## src/rtl/sar_scan_sequencer_pkg.sv

```systemverilog
// Shared types and constants for the SAR scan sequencer: FSM encoding, averaging shift and
// default timing. Averaging build option: SAR_SCAN_AVG_EN.
package sar_scan_sequencer_pkg;

  typedef enum logic [2:0] {
    StIdle   = 3'd0,
    StSettle = 3'd1,
    StStart  = 3'd2,
    StWait   = 3'd3,
    StStore  = 3'd4,
    StDone   = 3'd5
  } state_e;

  localparam int unsigned AVG_SHIFT      = 2;
  localparam int unsigned DEF_ADC_WIDTH  = 8;
  localparam int unsigned DEF_NCH        = 4;
  localparam int unsigned DEF_CHW        = 2;
  localparam int unsigned DEF_SETTLE_CYC = 4;
  localparam int unsigned DEF_TMO_CYC    = 64;

  // One counter serves both settle and timeout, so size it for the larger of the two.
  function automatic int unsigned cnt_width(input int unsigned settle, input int unsigned tmo);
    int unsigned m;
    m = (settle > tmo) ? settle : tmo;
    return $clog2(m + 1);
  endfunction

endpackage

```

## src/rtl/sar_scan_sequencer_if.sv

```systemverilog
// Control/ADC/result signal bundle of the scan sequencer; master is the sequencer side,
// slave is the system + ADC side.
interface sar_scan_sequencer_if
  import sar_scan_sequencer_pkg::*;
#(
  parameter int unsigned ADC_WIDTH = DEF_ADC_WIDTH,
  parameter int unsigned NCH       = DEF_NCH,
  parameter int unsigned CHW       = DEF_CHW
);
  logic                 trig;
  logic                 continuous;
  logic [NCH-1:0]       ch_mask;
  logic [CHW-1:0]       mux_sel;
  logic                 adc_start;
  logic                 adc_eoc;
  logic [ADC_WIDTH-1:0] adc_dout;
  logic                 res_valid;
  logic [CHW-1:0]       res_ch;
  logic [ADC_WIDTH-1:0] res_data;
  logic                 scan_done;
  logic                 busy;
  logic                 tmo_err;

  modport master (
    input  trig, continuous, ch_mask, adc_eoc, adc_dout,
    output mux_sel, adc_start, res_valid, res_ch, res_data, scan_done, busy, tmo_err
  );

  modport slave (
    output trig, continuous, ch_mask, adc_eoc, adc_dout,
    input  mux_sel, adc_start, res_valid, res_ch, res_data, scan_done, busy, tmo_err
  );

endinterface

```

## src/rtl/sar_scan_sequencer_next_ch.sv

```systemverilog
// Combinational finder: lowest set mask bit strictly above idx_i, or the lowest set bit
// overall when lowest_i is high.
module sar_scan_sequencer_next_ch #(
  parameter int unsigned NCH = 4,
  parameter int unsigned CHW = 2
) (
  input  logic [NCH-1:0] mask_i,
  input  logic [CHW-1:0] idx_i,
  input  logic           lowest_i,
  output logic           found_o,
  output logic [CHW-1:0] ch_o
);

  // Walk downwards so the last match written is the lowest qualifying bit.
  always_comb begin
    found_o = 1'b0;
    ch_o    = '0;
    for (int i = NCH - 1; i >= 0; i--) begin
      if (mask_i[i] && (lowest_i || (i > int'(idx_i)))) begin
        found_o = 1'b1;
        ch_o    = CHW'(i);
      end
    end
  end

endmodule

```

## src/rtl/sar_scan_sequencer.sv

```systemverilog
// Multi-channel scan scheduler sharing one SAR ADC across NCH mux inputs.
// Define SAR_SCAN_AVG_EN to average 4 back-to-back conversions per channel.
module sar_scan_sequencer
  import sar_scan_sequencer_pkg::*;
#(
  parameter int unsigned ADC_WIDTH  = DEF_ADC_WIDTH,
  parameter int unsigned NCH        = DEF_NCH,
  parameter int unsigned CHW        = DEF_CHW,
  parameter int unsigned SETTLE_CYC = DEF_SETTLE_CYC,
  parameter int unsigned TMO_CYC    = DEF_TMO_CYC
) (
  input  logic                 clk,
  input  logic                 rst,
  sar_scan_sequencer_if.master bus_io
);

  localparam int unsigned CntW = cnt_width(SETTLE_CYC, TMO_CYC);

  state_e               state_q;
  logic                 trig_q;
  logic [NCH-1:0]       mask_q;
  logic [CHW-1:0]       mux_sel_q;
  logic [CHW-1:0]       res_ch_q;
  logic [ADC_WIDTH-1:0] res_data_q;
  logic                 adc_start_q;
  logic                 res_valid_q;
  logic                 scan_done_q;
  logic                 busy_q;
  logic                 tmo_err_q;
  logic [CntW-1:0]      cnt_q;

  logic                 trig_rise;
  logic                 low_found;
  logic [CHW-1:0]       low_ch;
  logic                 nxt_found;
  logic [CHW-1:0]       nxt_ch;

`ifdef SAR_SCAN_AVG_EN
  logic [ADC_WIDTH+1:0] acc_q;
  logic [ADC_WIDTH+1:0] acc_sum;
  logic [AVG_SHIFT-1:0] samp_q;

  assign acc_sum = acc_q + {2'b00, bus_io.adc_dout};
`endif

  assign trig_rise = bus_io.trig & ~trig_q;

  // Lowest enabled channel of the live mask, used when a scan (re)starts.
  sar_scan_sequencer_next_ch #(
    .NCH (NCH),
    .CHW (CHW)
  ) u_low_ch (
    .mask_i   (bus_io.ch_mask),
    .idx_i    ('0),
    .lowest_i (1'b1),
    .found_o  (low_found),
    .ch_o     (low_ch)
  );

  sar_scan_sequencer_next_ch #(
    .NCH (NCH),
    .CHW (CHW)
  ) u_nxt_ch (
    .mask_i   (mask_q),
    .idx_i    (mux_sel_q),
    .lowest_i (1'b0),
    .found_o  (nxt_found),
    .ch_o     (nxt_ch)
  );

  always_ff @(posedge clk or posedge rst) begin
    if (rst) begin
      state_q     <= StIdle;
      trig_q      <= 1'b0;
      mask_q      <= '0;
      mux_sel_q   <= '0;
      res_ch_q    <= '0;
      res_data_q  <= '0;
      adc_start_q <= 1'b0;
      res_valid_q <= 1'b0;
      scan_done_q <= 1'b0;
      busy_q      <= 1'b0;
      tmo_err_q   <= 1'b0;
      cnt_q       <= '0;
`ifdef SAR_SCAN_AVG_EN
      acc_q       <= '0;
      samp_q      <= '0;
`endif
    end else begin
      trig_q      <= bus_io.trig;
      adc_start_q <= 1'b0;
      res_valid_q <= 1'b0;
      scan_done_q <= 1'b0;

      unique case (state_q)
        StIdle: begin
          if (trig_rise && low_found) begin
            mask_q    <= bus_io.ch_mask;
            mux_sel_q <= low_ch;
            cnt_q     <= '0;
            tmo_err_q <= 1'b0;
            busy_q    <= 1'b1;
            state_q   <= StSettle;
          end
        end

        StSettle: begin
          if (cnt_q == CntW'(SETTLE_CYC - 1)) begin
            cnt_q       <= '0;
            adc_start_q <= 1'b1;
            state_q     <= StStart;
          end else begin
            cnt_q <= cnt_q + 1'b1;
          end
        end

        StStart: begin
          cnt_q   <= '0;
          state_q <= StWait;
        end

        StWait: begin
          if (bus_io.adc_eoc) begin
`ifdef SAR_SCAN_AVG_EN
            if (&samp_q) begin
              res_valid_q <= 1'b1;
              res_ch_q    <= mux_sel_q;
              res_data_q  <= acc_sum[ADC_WIDTH+1:AVG_SHIFT];
              acc_q       <= '0;
              samp_q      <= '0;
              state_q     <= StStore;
            end else begin
              // Next sample goes straight out: the mux has not moved, so no resettle.
              acc_q       <= acc_sum;
              samp_q      <= samp_q + 1'b1;
              cnt_q       <= '0;
              adc_start_q <= 1'b1;
              state_q     <= StStart;
            end
`else
            res_valid_q <= 1'b1;
            res_ch_q    <= mux_sel_q;
            res_data_q  <= bus_io.adc_dout;
            state_q     <= StStore;
`endif
          end else if (cnt_q == CntW'(TMO_CYC - 1)) begin
            tmo_err_q <= 1'b1;
`ifdef SAR_SCAN_AVG_EN
            acc_q     <= '0;
            samp_q    <= '0;
`endif
            state_q   <= StStore;
          end else begin
            cnt_q <= cnt_q + 1'b1;
          end
        end

        StStore: begin
          if (nxt_found) begin
            mux_sel_q <= nxt_ch;
            cnt_q     <= '0;
            state_q   <= StSettle;
          end else begin
            scan_done_q <= 1'b1;
            state_q     <= StDone;
          end
        end

        StDone: begin
          if (bus_io.continuous && low_found) begin
            mask_q    <= bus_io.ch_mask;
            mux_sel_q <= low_ch;
            cnt_q     <= '0;
            state_q   <= StSettle;
          end else begin
            busy_q  <= 1'b0;
            state_q <= StIdle;
          end
        end

        default: begin
          busy_q  <= 1'b0;
          state_q <= StIdle;
        end
      endcase
    end
  end

  assign bus_io.mux_sel   = mux_sel_q;
  assign bus_io.adc_start = adc_start_q;
  assign bus_io.res_valid = res_valid_q;
  assign bus_io.res_ch    = res_ch_q;
  assign bus_io.res_data  = res_data_q;
  assign bus_io.scan_done = scan_done_q;
  assign bus_io.busy      = busy_q;
  assign bus_io.tmo_err   = tmo_err_q;

endmodule

```

## src/flat_wrapper.sv

```systemverilog
// flat-port wrapper written by rule: the top's interface ports become plain ports
module sar_scan_sequencer_flat import sar_scan_sequencer_pkg::*;
#(
  parameter int unsigned ADC_WIDTH  = DEF_ADC_WIDTH,
  parameter int unsigned NCH        = DEF_NCH,
  parameter int unsigned CHW        = DEF_CHW,
  parameter int unsigned SETTLE_CYC = DEF_SETTLE_CYC,
  parameter int unsigned TMO_CYC    = DEF_TMO_CYC
)
  (clk, rst, bus_io_trig, bus_io_continuous, bus_io_ch_mask, bus_io_adc_eoc, bus_io_adc_dout, bus_io_mux_sel, bus_io_adc_start, bus_io_res_valid, bus_io_res_ch, bus_io_res_data, bus_io_scan_done, bus_io_busy, bus_io_tmo_err);
  sar_scan_sequencer_if #(.ADC_WIDTH(ADC_WIDTH), .NCH(NCH), .CHW(CHW)) bus_io_i ();
  input  logic clk;
  input  logic rst;
  input wire logic [$bits(bus_io_i.trig)-1:0] bus_io_trig;
  input wire logic [$bits(bus_io_i.continuous)-1:0] bus_io_continuous;
  input wire logic [$bits(bus_io_i.ch_mask)-1:0] bus_io_ch_mask;
  input wire logic [$bits(bus_io_i.adc_eoc)-1:0] bus_io_adc_eoc;
  input wire logic [$bits(bus_io_i.adc_dout)-1:0] bus_io_adc_dout;
  output wire logic [$bits(bus_io_i.mux_sel)-1:0] bus_io_mux_sel;
  output wire logic [$bits(bus_io_i.adc_start)-1:0] bus_io_adc_start;
  output wire logic [$bits(bus_io_i.res_valid)-1:0] bus_io_res_valid;
  output wire logic [$bits(bus_io_i.res_ch)-1:0] bus_io_res_ch;
  output wire logic [$bits(bus_io_i.res_data)-1:0] bus_io_res_data;
  output wire logic [$bits(bus_io_i.scan_done)-1:0] bus_io_scan_done;
  output wire logic [$bits(bus_io_i.busy)-1:0] bus_io_busy;
  output wire logic [$bits(bus_io_i.tmo_err)-1:0] bus_io_tmo_err;
  assign bus_io_i.trig = bus_io_trig;
  assign bus_io_i.continuous = bus_io_continuous;
  assign bus_io_i.ch_mask = bus_io_ch_mask;
  assign bus_io_i.adc_eoc = bus_io_adc_eoc;
  assign bus_io_i.adc_dout = bus_io_adc_dout;
  assign bus_io_mux_sel = bus_io_i.mux_sel;
  assign bus_io_adc_start = bus_io_i.adc_start;
  assign bus_io_res_valid = bus_io_i.res_valid;
  assign bus_io_res_ch = bus_io_i.res_ch;
  assign bus_io_res_data = bus_io_i.res_data;
  assign bus_io_scan_done = bus_io_i.scan_done;
  assign bus_io_busy = bus_io_i.busy;
  assign bus_io_tmo_err = bus_io_i.tmo_err;
  sar_scan_sequencer #(.ADC_WIDTH(ADC_WIDTH), .NCH(NCH), .CHW(CHW), .SETTLE_CYC(SETTLE_CYC), .TMO_CYC(TMO_CYC)) u_core (.clk(clk), .rst(rst), .bus_io(bus_io_i));
endmodule
```

## config.mk

```make
export PLATFORM = sky130hd
export DESIGN_NAME = sar_scan_sequencer_flat
export DESIGN_NICKNAME = d
export VERILOG_FILES = /design/src/rtl/sar_scan_sequencer_pkg.sv /design/src/rtl/sar_scan_sequencer_if.sv /design/src/rtl/sar_scan_sequencer_next_ch.sv /design/src/rtl/sar_scan_sequencer.sv /design/src/flat_wrapper.sv
export SDC_FILE = /design/constraint.sdc
export NUM_CORES = 1
export LEC_CHECK = 0
export BUFFER_PORTS_ARGS = -buffer_cell sky130_fd_sc_hd__buf_2
export CAP_MARGIN = 20
export CORE_MARGIN = 5
export CORE_UTILIZATION = 54
export CTS_CLUSTER_DIAMETER = 150
export DETAILED_ROUTE_END_ITERATION = 16
export MAX_ROUTING_LAYER = met4
export PLACE_DENSITY = 0.83
export SLEW_MARGIN = 20
export SYNTH_ARGS = -nofsm -noshare
export SYNTH_HDL_FRONTEND = slang
export SYNTH_SLANG_ARGS = --single-unit
export TNS_END_PERCENT = 30
```

## constraint.sdc

```tcl
create_clock -name clk -period 3.2 [get_ports clk]
set_input_delay 0.16 -clock clk [delete_from_list [all_inputs] [get_ports clk]]
set_output_delay 0.16 -clock clk [all_outputs]
set_load 0.1 [all_outputs]
```

### Word level (Yosys, flattened, before mapping)

Index checks and enable logic that the tools add are counted.
Widths: inputs -> output; s select.

* output and inout port bits: 17
* register bits: 32
* word-level logic and storage cells: 101
* bits of input ports: 17

* reductions and logical operators: 18
* order comparisons: 3
* add/subtract/negate cells: 1
* mux-type cells: 48
* bitwise logic cells: 3
* equality and inequality tests: 16

Operators with widths (number)
* $mux 7: 6
* $pmux 7 s6: 1
* $mux 2: 10
* $mux 1: 19
* $pmux 3 s6: 1
* $mux 3: 5
* $ne 2x1->1 const B: 5
* $reduce_and 3->1: 3
* $mux 4: 2
* $pmux 4 s2: 1
* $reduce_and 4->1: 2
* $add 7x1->7 const B: 1
* $eq 7x2->1 const B: 1
* $eq 7x6->1 const B: 1
* $eq 3x2->1 const B: 2
* $eq 3x3->1 const B: 2
* $ne 2x2->1 const B: 3
* $pmux 2 s3: 1
* $reduce_and 6->1: 1
* $reduce_bool 6->1: 1
* $logic_and 1x1->1: 5
* $gt 2x2->1 const A: 2
* $reduce_bool 2->1: 2
* $reduce_or 4->1: 1
* 10 further kinds: 11

### Depth between registers and ports, before layout

Gate-level depths: netlist of run 1.

* depth in word-level cells: 7
* depth in mapped cells: 6

### Cells and area by module

From an unflattened synthesis of run 1, not the netlist that was laid out.

* cell total of the unflattened synthesis: 170
* area total of the unflattened synthesis: 1700.4 um2

Modules (own cells, without submodules)
* sar_scan_sequencer: sequential area each 800.8 um2, times used 1, area each 1517.7 um2, cells an instance 140
* sar_scan_sequencer_next_ch: sequential area each 0.0 um2, times used 2, area each 91.3 um2, cells an instance 15

### Worst setup path after synthesis of run 1

Ideal clock, no wire load.

* kind: register to register
* from: register u_core.mux_sel_q[1], in the netlist u_core.bus_io.mux_sel[1]
* to: register u_core.mux_sel_q[1], in the netlist u_core.bus_io.mux_sel[1]
* data arrival time: 2.113 ns
* setup slack: 0.959 ns
* library setup time: 0.128 ns
* stages on the path, launching flop included: 5
* buffers on the path: 0
* path through: dfrtp_1 > nor3b_1 > nor4_4 > nor4_2 > mux2_1

* cells in the longest elaborated chain, start to end: 7
* elaborated cells between the ends (all ways): 16
* classes of those cells: order compare (3); eq/ne (1); mux (8); reduce/logical (4)

Ends and longest elaborated chain
* from (decl): line sar_scan_sequencer.sv:22 `logic [CHW-1:0] mux_sel_q;`
* from (signal assigned): line sar_scan_sequencer.sv:99 `mux_sel_q <= low_ch;`
* from (signal assigned): line sar_scan_sequencer.sv:160 `mux_sel_q <= nxt_ch;`
* from (signal assigned): line sar_scan_sequencer.sv:172 `mux_sel_q <= low_ch;`
* $gt 2x2->1: line sar_scan_sequencer_next_ch.sv:19 `if (mask_i[i] && (lowest_i || (i > int'(idx_i)))) begin`
* $logic_and 1x1->1: line sar_scan_sequencer_next_ch.sv:19
* $mux 2 or $mux 1 (tied branches) (3 in series): line sar_scan_sequencer_next_ch.sv:19
* $mux 2 or $ne 2x1->1 (tied branches)
* $pmux 2 s3 or $reduce_and 4->1 (tied branches)

Several ways; a longest one is shown, not always the timed one. The select of a mux whose other input is x is not followed.
A chain may end at the register's enable or synchronous reset.

### Worst setup path after layout of run 1

* from: register u_core.state_q[1]
* to: register u_core.mux_sel_q[1], in the netlist u_core.bus_io.mux_sel[1]

* cells in the longest elaborated chain, start to end: 3
* elaborated cells between the ends (all ways): 9
* classes of those cells: eq/ne (5); mux (1); reduce/logical (3)

Ends and longest elaborated chain
* from (decl): line sar_scan_sequencer.sv:19 `state_e state_q;`
* from (signal assigned): line sar_scan_sequencer.sv:73 `state_q <= StIdle;`
* from (signal assigned): line sar_scan_sequencer.sv:103 `state_q <= StSettle;`
* from (signal assigned): line sar_scan_sequencer.sv:111 `state_q <= StStart;`
* $eq 3x3->1 or $logic_not 3->1 (tied branches): line sar_scan_sequencer.sv:95 `unique case (state_q)`
* $ne 2x1->1 (no line) or $reduce_bool 3->1 (tied branches)
* $reduce_and 4->1 (no line)

Several ways; a longest one is shown, not always the timed one.

==> summary.txt, run 1 <==
Post-synth EDFFs: 0
outcome: complete, no violations
top routing layer in use: met4
library cells used by synthesis: 47
final setup TNS: 0 ns
First-pass DRT Iterations: 4
worst-skew pair later-pin latency: 0.32 ns
actual transition at the worst max-transition pin: 0.831 ns
RSZ-0062 raised after global routing: false
root buffer cell: clkbuf_4
Clock Path Buffers: 2
CP Capture Type: flop
largest net degree at the start of global routing: 19
Final period util: 65.6%
Synth top cells by count: 31 x dfrtp_1, 13 x mux2_2, 8 x a31oi_1, 8 x inv_1, 8 x nor2_1
GRT Overall Usage: 17.5%
area growth from synthesis to layout: 17.5%
share of layout cells above drive strength 1: 34.8%
number of core rows: 19
Pwr Density: 1100 mW/mm^2
first-pass GRT wire length: 5.51 mm
grt total ovfl: 0
Routed Antenna Nets: 0
initial drt markers: 86
#FFs+latches synth: 31
prevailing post-synth register cell: dfrtp_1
Final WS setup: 1.10 ns
CP arrival: 2.32 ns
Reg-to-Reg Start: u_core.state_q[1]$_DFFE_PP0P_
Worst Path Required: 3.42 ns
Yosys warnings: 0
total CTS buffers: 5
Startpoint Class: flop
Starting Density: 56.9%
Internal: 0.933 mW
Layout Nets: 198
Flop pwr share: 32.1%
Die Height: 64.4 um
Via density: 5.77
Crit Path Category: reg -> reg
number of remaining DRC errors: 0
FF-to-FF path depth: 4
met1 wire length: 1.47 mm
Core Box Area: 0.00281 mm^2
async set-reset flop share out of synthesis: 100%
Synth Area in XOR/XNOR: 0%
final hold violation count: 0
Synth Net Count: 161
Slew Limit Fails: 0
DP HPWL: 2.50 mm
Sw Share: 54.6%
Logic pwr share: 55.2%
minimum clock period: 2.10 ns
R2R Path End: u_core.bus_io.mux_sel[1]$_DFFE_PP0P_
Worst Hold Class: in -> reg
clock skew: 0.00984 ns
Syn Area/Cell: 11.2 um^2
main combinational cell family by area after synthesis: simple AND/OR/NAND/NOR gates
Met2 Wirelength: 1.50 mm
Clk pin slew, worst setup/hold paths: 0.10 ns
leakage power: 0.911 nW
fill count: 223
share of the synthesized area in the top cell type: 48.6%
WL per Instance: 15.3 um
r2r setup slk: 1.10 ns
Max FO, Critical Path: 15
pre-CTS setup slack: 1.11 ns
simple-gate portion of the synthesized area: 19.8%
# diodes: 0
Cell Area, Synth: 0.00160 mm^2
HP Start: bus_io_adc_dout[2]
VDD IR-drop max: 0.00104 V
most numerous cell in the Yosys netlist: dfrtp_1
fmax: 0.476 GHz
Synth Instances: 143
Synth Area in Compound Gates: 14.5%
io pins: 34
adder-cell share of the synthesized area: 0.784%
Port-buffer cells: 33
DIE AREA: 0.00414 mm^2
mux cell area share after synthesis: 11.8%
DR vias: 1,224
met3 wire length: 247 um
gpl congestion: 0.843
register area share after synthesis: 48.6%
Critical Path End: u_core.bus_io.mux_sel[1]$_DFFE_PP0P_
Clock Power Share: 12.7%
vias in the first global route: 1,225
slew margin rel.: 44.4%
crit path launch: u_core.state_q[1]$_DFFE_PP0P_
CTS H-tree lvls: 2
Die W: 64.4 um
TritonCTS clock tree: built
Yosys top cell by area: dfrtp_1
MaxCap Viol Count: 0
clock sinks: 31
Routed WL: 3.24 mm
antenna violations before repair: 0
Final setup viols: 0
synth top area cells: dfrtp_1 49%, mux2_2 9.2%, a31oi_1 3.1%, a21oi_1 2.2%, inv_1 1.9%
Sw Pwr: 1.12 mW
[state kept, by name, summed over array words and instances, names as in the netlist, 2 cells and up]
signal                  flops
u_core.bus_io.mux_sel       2
u_core.bus_io.res_ch        2
u_core.cnt_q                7
u_core.mask_q               3
u_core.state_q              3
u_core.bus_io.res_data      8
[routing by layer]
metal  track usage [%]  vias to the layer above
met1              23.3                      574
met2              25.8                       46
met3              6.48                        4
met5                 -                        -
met4              3.69                        0
li1                  -                      600
[power by group through the flow]
stage	registers, mW	logic (mW)	clock network, mW
floorplan	1.17	0.457	0
global placement	0.652	1.11	0
detailed placement	0.664	1.14	0
CTS	0.658	1.14	0.269
global route	0.684	1.20	0.291
finish	0.660	1.13	0.260
[layout by cell type, fill, tap and decap left out, types with 2 or more instances in the layout]
cell type and count:
a21boi_0 2, a21oi_1 7, a31oi_1 8, and2_1 2, and2b_1 2, buf_2 33, clkbuf_4 5, clkbuf_8 2
dfrtp_1 31, dlygate4sd3_1 2, inv_1 8, mux2_1 2, mux2_2 13, mux2i_1 2, nand2_1 7, nand2b_1 2
nand3_1 4, nor2_1 8, nor2b_1 2, nor3_1 4, o211ai_1 3, o21bai_1 2, o31ai_1 3
[cells by family after synthesis]
group                    after synthesis
AO/OA/AOI/OAI                         33
buffers and inverters                 14
adder cells (fa/ha/maj)                1
AND/OR/NAND/NOR                       47
multiplexers                          17
flip-flops                            31
[metrics by stage]
stage	hold WS [ns]	std cells	total power, mW	cell area, um^2	util [%]
global route	0.0470	212	2.18	1870	66.8
floorplan	0.191	143	1.63	1600	-
finish	0.0677	212	2.06	1870	66.8
global placement	0.280	201	1.76	1760	62.7
detailed placement	0.244	202	1.80	1790	63.6
CTS	0.0527	212	2.07	1870	66.8
[how the worst min path moves through the flow]
| stage | to | slack (ns) | cells after the start |
|---|---|---|---|
| 2_1_floorplan | u_core.trig_q$_DFF_PP0_ | 0.19 | 0 |
| 3_3_place_gp | u_core.trig_q$_DFF_PP0_ | 0.28 | 1 |
| 3_5_place_dp | u_core.bus_io.res_data[6]$_DFFE_PP0P_ | 0.24 | 2 |
| 4_1_cts | u_core.bus_io.res_data[4]$_DFFE_PP0P_ | 0.05 | 2 |
| 5_1_grt | u_core.bus_io.res_data[2]$_DFFE_PP0P_ | 0.05 | 2 |
| 6_report | u_core.bus_io.res_data[2]$_DFFE_PP0P_ | 0.07 | 2 |
[critical path, cell delays in order (launching register included)]
cell,delay (ns)
dfrtp_1,0.54
or3b_4,0.48
nor4_4,0.49
nor4_2,0.15
mux2_1,0.33
[final cells by class]
cell class | instances | area, um^2 | share of cell area [%]
repair buffers | 36 | 213 | 11.3
clock buffers | 8 | 68.8 | 3.67
multi-input cells | 98 | 748 | 39.9
well taps | 31 | 38.8 | 2.07
inverters | 8 | 30.0 | 1.60
flip-flops and latches | 31 | 776 | 41.4
[repair_timing]
action,in CTS,in global routing
endpoints found under the hold margin,14,0
setup buffers,0,0
endpoints found under the setup margin,0,0
hold buffers,2,0
gates resized for setup,0,0
No activity file was read; power rests on OpenSTA's default activity.
==> inputs of run 2 (changes only) <==
--- a/config.mk
+++ b/config.mk
@@ -8,11 +8,11 @@
 export BUFFER_PORTS_ARGS = -buffer_cell sky130_fd_sc_hd__buf_2
 export CAP_MARGIN = 20
 export CORE_MARGIN = 5
-export CORE_UTILIZATION = 54
+export CORE_UTILIZATION = 53
 export CTS_CLUSTER_DIAMETER = 150
 export DETAILED_ROUTE_END_ITERATION = 16
 export MAX_ROUTING_LAYER = met4
-export PLACE_DENSITY = 0.83
+export PLACE_DENSITY = 0.82
 export SLEW_MARGIN = 20
 export SYNTH_ARGS = -nofsm -noshare
 export SYNTH_HDL_FRONTEND = slang
==> constraint.sdc (replaced) <==
create_clock -name clk -period 2 [get_ports clk]
set_input_delay 0.1 -clock clk [delete_from_list [all_inputs] [get_ports clk]]
set_output_delay 0.1 -clock clk [all_outputs]
set_load 0.1 [all_outputs]
==> run 2 against run 1 <==
Clock power increased by 62%. Global-route usage is 3.4 points higher. Non-clock buffer count up 20. Cell count rose by 10%. Critical endpoint is now u_core.cnt_q[4]$_DFFE_PP0P_. Largest cell class unchanged. Routed wire length is 20% higher. Critical path type unchanged. Sequential power grew 59%. Core utilization rose by 1.8 points.
==> summary.txt, run 2 (synthesized netlist as in run 1, its figures left out) <==
outcome: complete, no violations
Clk pin slew, worst setup/hold paths: 0.09 ns
max reg flops: 8
final hold violation count: 0
Final period util: 98.2%
Max FO, Critical Path: 7
share of layout cells above drive strength 1: 41.3%
CP cell instances: or3b_4 > nor4_4 > buf_4 > nor4b_4 > buf_4 > a31oi_1
# diodes: 0
Port-buffer cells: 33
post-route insts no fill: 234
Starting Density: 53.6%
io pins: 34
GRT Overall Usage: 21.0%
Core Box Area: 0.00298 mm^2
DR vias: 1,324
actual transition at the worst max-transition pin: 0.517 ns
largest net degree at the start of global routing: 32
Final Cell Area: 0.00204 mm^2
number of remaining DRC errors: 0
Slew Limit Fails: 0
Routed WL: 3.88 mm
WL per Instance: 16.6 um
slew margin rel.: 65.4%
area growth from synthesis to layout: 28.0%
placed insts: 210
Crit Path Category: reg -> reg
clock sinks: 31
vias in the first global route: 1,384
Clock Path Buffers: 2
DP HPWL: 2.70 mm
first-pass GRT wire length: 6.47 mm
Post-Route Utilization: 68.6%
TritonCTS clock tree: built
antenna violations before repair: 0
commonest non-fill, non-tap cell in the layout: buf_2
MaxCap Viol Count: 0
crit-path max cell delay: 0.46 ns
grt total ovfl: 0
commonest cells after routing, fill and taps aside: 33 x buf_2, 26 x dfrtp_1, 14 x buf_4, 13 x mux2_2, 9 x dlygate4sd3_1
Crit path max-delay family: simple AND/OR/NAND/NOR gates
DIE AREA: 0.00421 mm^2
area of placed instances: 0.00182 mm^2
initial drt markers: 152
Die W: 64.9 um
Worst Hold Class: in -> reg
clock skew: 0.00436 ns
minimum clock period: 1.96 ns
Via density: 5.66
CTS H-tree lvls: 2
Final setup viols: 0
Routed Antenna Nets: 0
most frequent CP cell: buf_4
CP bufs+invs: 2
leakage power: 0.993 nW
Pwr Density: 1740 mW/mm^2
fmax: 0.509 GHz
Worst Path Required: 2.26 ns
VDD IR-drop max: 0.00148 V
Startpoint Class: flop
CP arrival: 2.22 ns
Die Height: 64.9 um
Layout Nets: 218
CP Capture Type: flop
total CTS buffers: 5
First-pass DRT Iterations: 4
gpl congestion: 0.852
root buffer cell: clkbuf_4
number of core rows: 20
worst-skew pair later-pin latency: 0.34 ns
Critical Path Slowest Stage Cell: dfrtp_2
## run 2: cell count changes in the layout (fill, tap and decap cells not counted), sizes merged
cell	change
dlygate4sd3	+7
buf	+13
## run 2: metrics by stage
step | TNS (ns) | hold WS [ns] | worst slack [ns] | total power [mW]
global route | -0.0209 | 0.00862 | -0.0209 | 3.76
global placement | 0 | 0.189 | 0.192 | 2.89
floorplan | 0 | 0.131 | 0.0311 | 2.62
detailed placement | 0 | 0.198 | 0.0479 | 2.98
CTS | 0 | 0.0115 | 0.0275 | 3.42
finish | 0 | 0.0188 | 0.0356 | 3.55
## run 2: repair_timing
| item | 4_1_cts | 5_1_grt |
|---|---|---|
| endpoints found under the hold margin | 39 | 0 |
| buffers inserted | 0 | 7 |
| setup endpoints to repair | 0 | 7 |
| resized for setup | 0 | 4 |
| hold buffers | 9 | 0 |
## run 2: worst reg2reg max path, stage by stage, from the launching register on
cell and delay (ns):
dfrtp_2 0.46, or3b_4 0.46, nor4_4 0.35, buf_4 0.19
nor4b_4 0.04, buf_4 0.18, a31oi_1 0.20
## run 2: final cells by class
class,count,area [um^2]
fillers,216,936
inverters,8,30.0
flip-flops and latches,31,782
clock buffers,8,68.8
multi-input cells,98,759
repair buffers,56,360
well taps,33,41.3
## run 2: report_power, final
group | switching [mW] | internal (mW)
Clock | 0.214 | 0.207
Combinational | 1.47 | 0.600
Sequential | 0.201 | 0.852
## run 2: routing by layer
layer,up-vias,share of wire [%],track usage [%]
met2,37,51,36.1
met3,8,6.1,7.63
met5,-,0,-
li1,639,-,-
met4,0,1.7,5.54
met1,640,41,22.9
## run 2: worst paths after layout
| kind | slack [ns] | from | cells past startpoint | to |
|---|---|---|---|---|
| worst max-delay path | 0.04 | u_core.state_q[0]$_DFFE_PP0P_ | 6 | u_core.cnt_q[4]$_DFFE_PP0P_ |
| worst min-delay path | 0.02 | bus_io_adc_dout[1] | 2 | u_core.bus_io.res_data[1]$_DFFE_PP0P_ |
| worst max register to register | 0.04 | u_core.state_q[0]$_DFFE_PP0P_ | 6 | u_core.cnt_q[4]$_DFFE_PP0P_ |
| worst min register to register | 0.51 | u_core.bus_io.res_data[0]$_DFFE_PP0P_ | 1 | u_core.bus_io.res_data[0]$_DFFE_PP0P_ |
| max in group asynchronous | 1.34 | rst | 4 | u_core.bus_io.mux_sel[1]$_DFFE_PP0P_ |
| min in group asynchronous | 0.36 | rst | 4 | u_core.cnt_q[0]$_DFFE_PP0P_ |
